[config.mk]
export PLATFORM = sky130hd
export DESIGN_NAME = line_burst_adapter
export DESIGN_NICKNAME = d
export VERILOG_FILES = /design/src/rtl/line_burst_adapter.sv
export SDC_FILE = /design/constraint.sdc
export NUM_CORES = 1
export LEC_CHECK = 0
export ABC_AREA = 1
export CAP_MARGIN = 20
export CORE_AREA = 2 2 273 275
export CTS_BUF_LIST = sky130_fd_sc_hd__clkbuf_16
export DETAILED_ROUTE_END_ITERATION = 12
export DIE_AREA = 0 0 275 277
export MAX_ROUTING_LAYER = met4
export PLACE_DENSITY = 0.65
export REMOVE_ABC_BUFFERS = 1
export SETUP_SLACK_MARGIN = 0.1
export SYNTH_ARGS = -nofsm -noshare
export SYNTH_HDL_FRONTEND = slang
export SYNTH_SLANG_ARGS = --single-unit
[constraint.sdc]
create_clock -name clk -period 5.24 [get_ports clk]
set_input_delay 1.048 -clock clk [delete_from_list [all_inputs] [get_ports clk]]
set_output_delay 1.048 -clock clk [all_outputs]
set_load 0.005 [all_outputs]
[src/rtl/line_burst_adapter.sv]
// Bridges the cache's 256-bit line port to a 64-bit burst memory bus.
// Fills gather BEATS beats into one line; write-backs stream a latched line out beat by beat.
module line_burst_adapter #(
  parameter int BEAT_W   = 64,
  parameter int BEATS    = 4,
  parameter int OFFSET_W = 5
) (
  input  logic                     clk,
  input  logic                     rst,
  input  logic [31:0]              address_i,
  input  logic [BEAT_W*BEATS-1:0]  line_i,
  input  logic                     read_i,
  input  logic                     write_i,
  output logic [BEAT_W*BEATS-1:0]  line_o,
  output logic                     resp_o,
  output logic [31:0]              address_o,
  input  logic [BEAT_W-1:0]        burst_i,
  output logic [BEAT_W-1:0]        burst_o,
  output logic                     read_o,
  output logic                     write_o,
  input  logic                     resp_i
);

  localparam int LINE_W = BEAT_W * BEATS;
  localparam int CNT_W  = (BEATS > 1) ? $clog2(BEATS) : 1;

  typedef enum logic [2:0] {IDLE, RD, RD_DONE, WR, WR_DONE} state_t;

  state_t             state, state_nxt;
  logic [CNT_W-1:0]   cnt;
  logic [31:0]        addr_q;
  logic [LINE_W-1:0]  wbuf;
  logic [LINE_W-1:0]  line_q;
  logic               last_beat;

  assign last_beat = (cnt == CNT_W'(BEATS - 1));

  always_ff @(posedge clk or negedge rst) begin
    if (!rst) begin
      state <= IDLE;
    end else begin
      // NOTE: every clocked assignment is non-blocking so all registers update from pre-edge values.
      state <= state_nxt;
    end
  end

  always_comb begin
    // NOTE: defaults first so no path through this block leaves state_nxt unassigned (no latch).
    state_nxt = state;
    unique case (state)
      IDLE: begin
        if (write_i)     state_nxt = WR;
        else if (read_i) state_nxt = RD;
      end
      RD:      if (resp_i && last_beat) state_nxt = RD_DONE;
      WR:      if (resp_i && last_beat) state_nxt = WR_DONE;
      RD_DONE: state_nxt = IDLE;
      WR_DONE: state_nxt = IDLE;
      default: state_nxt = IDLE;
    endcase
  end

  // Address, write buffer and fill line are captured only on the accepting edge or on beat acks,
  // so later changes on the cache side cannot disturb a burst in flight.
  always_ff @(posedge clk or negedge rst) begin
    if (!rst) begin
      // NOTE: the line and write buffers are plain flops that must read zero out of reset,
      // so they are cleared here rather than left uninitialised like a RAM.
      cnt    <= '0;
      addr_q <= '0;
      wbuf   <= '0;
      line_q <= '0;
    end else begin
      unique case (state)
        IDLE: begin
          if (write_i) begin
            addr_q <= {address_i[31:OFFSET_W], {OFFSET_W{1'b0}}};
            wbuf   <= line_i;
            cnt    <= '0;
          end else if (read_i) begin
            addr_q <= {address_i[31:OFFSET_W], {OFFSET_W{1'b0}}};
            cnt    <= '0;
          end
        end
        RD: begin
          if (resp_i) begin
            line_q[cnt*BEAT_W +: BEAT_W] <= burst_i;
            cnt                          <= cnt + 1'b1;
          end
        end
        WR: begin
          if (resp_i) cnt <= cnt + 1'b1;
        end
        default: ;
      endcase
    end
  end

  // All bus-facing strobes decode from state and registers only.
  always_comb begin
    read_o    = 1'b0;
    write_o   = 1'b0;
    resp_o    = 1'b0;
    address_o = '0;
    burst_o   = '0;
    unique case (state)
      RD: begin
        read_o    = 1'b1;
        address_o = addr_q;
      end
      WR: begin
        write_o   = 1'b1;
        address_o = addr_q;
        burst_o   = wbuf[cnt*BEAT_W +: BEAT_W];
      end
      RD_DONE, WR_DONE: resp_o = 1'b1;
      default: ;
    endcase
  end

  assign line_o = line_q;

endmodule
==> flow_summary.json, run 1 <==
{
  "hold_viol_final": 0,
  "yosys.cell_types.count": 26,
  "clk_pin_slew_ps": 60,
  "root_buffer": "clkbuf_16",
  "total_power_mw": 19.7,
  "skew_ps": 30.1,
  "syn2layout_area_growth_pct": 38.3,
  "grt_usage_pct": 24.6,
  "outcome": "finished, final reports clean",
  "grt_pass1_vias": 22817,
  "postLayoutCellArea_um2": 35300,
  "drtIter0Drc": 2043,
  "synth_seq_area_share_pct": 53.3,
  "drt_drc_violations_left": 0,
  "tns_ps": 0,
  "power.density_nw_per_um2": 558,
  "fin_crit_ps": 4190,
  "wl_mm": 92.9,
  "cp_slowest_stage_delay_ps": 600,
  "rsz0062_at_grt": "false",
  "syn_avg_cell_area_um2": 7.61,
  "max_freq_mhz": 239,
  "fin_crit_sh_pct": 79.9,
  "dp_hpwl_mm": 62.4,
  "critical_path.cell_chain": "buf_4, buf_4, o211ai_1, a21oi_1, clkdlybuf4s50_1",
  "p_leak_nw": 16.5,
  "initial_core_util_pct": 34.7,
  "die_h_um": 277,
  "setup_viol": 0,
  "worstSkewPairLatency_ps": 650,
  "crit_family": "buffers and inverters",
  "layout.nets": 4293,
  "core_area_um2": 73600,
  "dieArea_um2": 76200,
  "die_w_um": 275,
  "cp_common_cell": "buf_4",
  "htree_levels": 2,
  "ys_ff_latch": 544,
  "dp.cells": 4837,
  "ir_drop_mv": 0.382,
  "cts_tree": "yes",
  "clock_path_buffers": 3,
  "grt_max_degree": 146,
  "cp_max_fo": 35,
  "start_kind": "flip-flop",
  "wl_per_cell_um": 18.7,
  "syn-instance-count": 3354,
  "clock-sinks": 544,
  "top_level_ports": 712,
  "hp-class": "input port to asynchronous set/reset pin",
  "drive_gt1_share_pct": 4.32,
  "placed_area_um2": 33300,
  "worst_pin_slew_ps": 954,
  "worstSetupEndpointType": "primary output",
  "grt_first_pass_wirelength_mm": 141,
  "finalMaxSlewViolations": 0,
  "portBuffers": 701,
  "gp_congestion": 0.881,
  "firstDrtPassIters": 6,
  "hold_buffers": 0,
  "cts-buffers-inserted": 61,
  "postCtsSetupBuffers": 0,
  "maxCapViolations": 0,
  "rows": 100,
  "slew_headroom_pct": 36.4,
  "crit_required_ps": 4190,
  "ant_nets": 0,
  "crit_buf_inv": 3,
  "synthesis.area_um2": 25500,
  "cp_slowest_cell": "clkdlybuf4s50_1",
  "cts.repair.resized": 0,
  "yosys_warnings": 0,
  "gr-total-overflow": 0,
  "antenna_found_initial": 24,
  "via_per_inst": 4.79,
  "fin_cells": 4976,
  "cp.arrival_ps": 3140,
  "setup.worst_path.class": "flip-flop to primary output",
  "routed-via-count": 23827
}
## layout make-up
type	instances	area (um2)
flip-flops and latches	544	13600
clock buffers	61	1530
clock inverters	54	428
repair buffers	754	7590
well taps	969	1210
inverters	315	1190
multi-input cells	2255	9680
fillers	7283	38300
diodes	24	60.1
## routing by layer
layer  GRT usage, %  up-vias  wire, um
met2           38.8      786     44300
met1           30.6    11263     38400
met4           9.74        0      3260
met3           5.49      158      6890
li1               -    11620         -
met5              -        -         0
## flip-flops by register name, indices dropped and copies added (netlist names)
signal	count
state	3
addr_q	27
line_o	256
wbuf	256
cnt	2
## through the flow
stage                     setup WS, ps  hold slack, ps  util, %
after CTS                         1010             474     47.9
final                             1050             449     48.0
after global placement            1690             454     45.2
after detailed placement          1720             459     45.2
after global routing               932             492     48.0
after floorplan                  -8220             442        -
## logic make-up after synthesis
logic type | count (synthesis) | synth area share (%)
adder cells (fa/ha/maj) | 5 | 0.245
AO/OA/AOI/OAI | 450 | 9.45
other | 1 | 0.0147
buffers and inverters | 559 | 8.96
AND/OR/NAND/NOR | 1795 | 28.0
flip-flops | 544 | 53.3
## cell usage after synthesis, drive strengths merged
library cell  instances  area share (%)
o211ai               64             1.9
o21ai               320             6.3
nand2              1335              20
and3                  1           0.025
nand3               114             2.3
conb                  1           0.015
buf                 110             2.4
clkinv                1           0.015
ha                    5            0.25
nand4                52             1.3
inv                 314             4.6
a21oi                66             1.3
dfrtp               544              53
clkbuf              134             2.0
nor3                 66             1.3
nor2                227             3.4
## worst reg2reg max path, delay by kind of cell (launching register included)
family | cells | cell delay, ps
fa+ha+maj | 1 | 270
flops | 1 | 480
compound gates | 1 | 90
buf+inv | 4 | 1660
simple gates | 3 | 540
## cell usage in the layout (no fill, tap or decap), drive strengths merged
cell type / netlist / final
inv: 314 / 321
nand2: 1335 / 1335
a21oi: 66 / 66
conb: 1 / 5
diode: 0 / 24
nor3: 66 / 66
clkinv: 1 / 39
clkdlybuf4s50: 0 / 700
clkinvlp: 0 / 4
clkbuf: 134 / 61
o21ai: 320 / 320
buf: 110 / 54
and3: 1 / 1
dfrtp: 544 / 544
bufinv: 0 / 5
nand3: 114 / 114
nor2: 227 / 227
nand4: 52 / 52
ha: 5 / 5
o211ai: 64 / 64
## path summary, 6_finish.rpt
| check | start | to | slack (ps) | cells after the start |
|---|---|---|---|---|
| max in group asynchronous | rst | wbuf[154]$_DFFE_PN0P_ | 3510 | 2 |
| min reg2reg | addr_q[10]$_DFFE_PN0P_ | addr_q[10]$_DFFE_PN0P_ | 470 | 2 |
| max | cnt[1]$_DFFE_PN0P_ | burst_o[60] | 1050 | 5 |
| max reg2reg | cnt[0]$_DFFE_PN0P_ | line_o[231]$_DFFE_PN0P_ | 2060 | 9 |
| min in group clk | addr_q[10]$_DFFE_PN0P_ | addr_q[10]$_DFFE_PN0P_ | 470 | 2 |
| min | rst | line_o[50]$_DFFE_PN0P_ | 450 | 1 |
## power by group
part           internal (mW)  switching [mW]
Combinational           3.48            5.40
Clock                   2.37            1.86
Sequential              5.87           0.717
Note: power is estimated with default switching activity, not from simulation.
==> run 2, diff against run 1 <==
- CORE_AREA: 2 2 273 275 -> 2 2 276 278
- DIE_AREA: 0 0 275 277 -> 0 0 278 280
- PLACE_DENSITY: 0.65 -> 0.64
- clock period: 5.24 -> 4.4 ns (I/O delays scaled with it)
==> run 2 against run 1 <==
  * Sequential power increased by 20%
  * Worst hold slack got worse by 84 ps
  * Global-route usage decreased by 0.51 points
  * Largest power group unchanged
==> flow_summary.json, run 2 (same netlist as run 1, synthesis figures left out) <==
{
  "outcome": "finished, final reports clean",
  "antenna_found_initial": 23,
  "cts-buffers-inserted": 66,
  "setup.worst_path.class": "flip-flop to primary output",
  "slew_headroom_pct": 31.8,
  "initial_core_util_pct": 33.9,
  "routed-wl-met3_mm": 6.47,
  "finalMaxSlewViolations": 0,
  "routed.top_layer": "met4",
  "wl_per_cell_um": 18.6,
  "cts.repair.resized": 0,
  "core_area_um2": 75200,
  "final_cell_mix": "nand2_1, clkdlybuf4s50_1, dfrtp_1",
  "timing.hold.ws_ps": 366,
  "max_freq_mhz": 256,
  "reg2reg_to": "line_o[20]$_DFFE_PN0P_",
  "root_buffer": "clkbuf_16",
  "clk_pin_slew_ps": 60,
  "cp_max_fo": 67,
  "rows": 101,
  "worst_pin_slew_ps": 1020,
  "skew_ps": 24.9,
  "drt_drc_violations_left": 0,
  "htree_levels": 3,
  "drtIter0Drc": 1952,
  "reg2reg_depth": 8,
  "clock_path_buffers": 3,
  "r2r-start": "cnt[0]$_DFFE_PN0P_",
  "postCtsSetupBuffers": 0,
  "start_kind": "flip-flop",
  "met2WireLength_mm": 44.0,
  "ir_drop_mv": 0.551,
  "power.density_nw_per_um2": 663,
  "m1WireLength_mm": 38.6,
  "portBuffers": 701,
  "hold_viol_final": 0,
  "cp_slowest_cell": "buf_4",
  "layout.nets": 4304,
  "cts_tree": "yes",
  "via_per_inst": 4.80,
  "hp-class": "input port to asynchronous set/reset pin",
  "maxCapViolations": 0,
  "cp_slowest_stage_delay_ps": 700,
  "gr-total-overflow": 0,
  "postLayoutCellArea_um2": 35400,
  "dieArea_um2": 77800,
  "grt_pass1_vias": 22987,
  "syn2layout_area_growth_pct": 38.8,
  "ant_nets": 0,
  "gp_congestion": 0.878,
  "critical_path.cell_chain": "buf_4, o211ai_1, a21oi_1, clkdlybuf4s50_1",
  "routed-via-count": 23957,
  "wl_mm": 92.7,
  "worstSkewPairLatency_ps": 600,
  "cp.arrival_ps": 3030,
  "die_w_um": 278,
  "firstDrtPassIters": 5,
  "drive_gt1_share_pct": 4.19,
  "grt_usage_pct": 24.1,
  "placed_area_um2": 33400,
  "grt_max_degree": 151,
  "grt_first_pass_wirelength_mm": 141,
  "fin_crit_ps": 3910,
  "fin_crit_sh_pct": 88.8,
  "mostFrequentLayoutCell": "nand2_1",
  "hold_buffers": 0,
  "top_level_ports": 712,
  "die_h_um": 280,
  "dp_hpwl_mm": 62.7,
  "p_leak_nw": 16.6,
  "rsz0062_at_grt": "false",
  "setup_viol": 0,
  "worstSetupEndpointType": "primary output",
  "clock-sinks": 544,
  "crit_required_ps": 3520,
  "rrSetupSlack_ps": 1450
}
[run 2: changes by cell type in the layout (fill, tap and decap cells not counted), moves of 2 or more]
cell,change
inv_1,+16
clkinv_1,-4
inv_16,+2
inv_6,+4
clkinv_2,-12
clkbuf_16,+6
bufinv_16,-5
buf_12,+8
clkinv_4,-2
[run 2: how the worst max path moves through the flow]
stage               cells past startpoint               start  slack, ps                      end
floorplan                               7  cnt[0]$_DFFE_PN0P_      -9060  line_o[100]$_DFFE_PN0P_
global placement                        4  cnt[1]$_DFFE_PN0P_       1140              burst_o[60]
detailed placement                      4  cnt[1]$_DFFE_PN0P_       1150              burst_o[60]
CTS                                     4  cnt[1]$_DFFE_PN0P_        500              burst_o[60]
global route                            4  cnt[1]$_DFFE_PN0P_        440              burst_o[60]
finish                                  4  cnt[1]$_DFFE_PN0P_        490              burst_o[60]
[run 2: layer usage]
layer  track usage [%]  vias up
met1              29.9    11280
met2              38.2      868
met3              4.75      162
met5                 -        -
met4              10.7        0
li1                  -    11647
[run 2: area by class of cell]
cell class              count  area, um2
fillers                  7472      39800
well taps                 978       1220
multi-input cells        2255       9680
repair buffers            760       7730
clock buffers              67       1680
inverters                 315       1190
clock inverters            49        258
diodes                     23       57.6
flip-flops and latches    544      13600
[run 2: worst max-delay path, delay by kind of cell (launching register included)]
family,cells,cell delay [ps]
compound gates,2,670
buf+inv,2,1310
flops,1,360
[run 2: report_power, final]
group          total (mW)  internal (mW)  switching [mW]
clock network        4.98           2.78            2.21
logic                10.6           4.20            6.41
registers            7.88           7.00           0.884
total                23.5           14.0            9.50
[run 2: through the flow]
stage / setup WS, ps / std cells / total power [mW] / util, % / setup TNS (ps)
after floorplan: -9060 / 3114 / 13.3 / - / -3863010
after global placement: 1140 / 4852 / 18.4 / 44.5 / 0
after detailed placement: 1150 / 4852 / 18.6 / 44.5 / 0
after CTS: 498 / 4968 / 23.7 / 47.0 / 0
after global routing: 439 / 4991 / 25.1 / 47.1 / 0
final: 491 / 4991 / 23.5 / 47.1 / 0
==> run 3, diff against run 2 <==
- TNS_END_PERCENT: not set -> 100
==> results of run 3 <==
Final layout, timing and power as in run 2 (identical DEF).
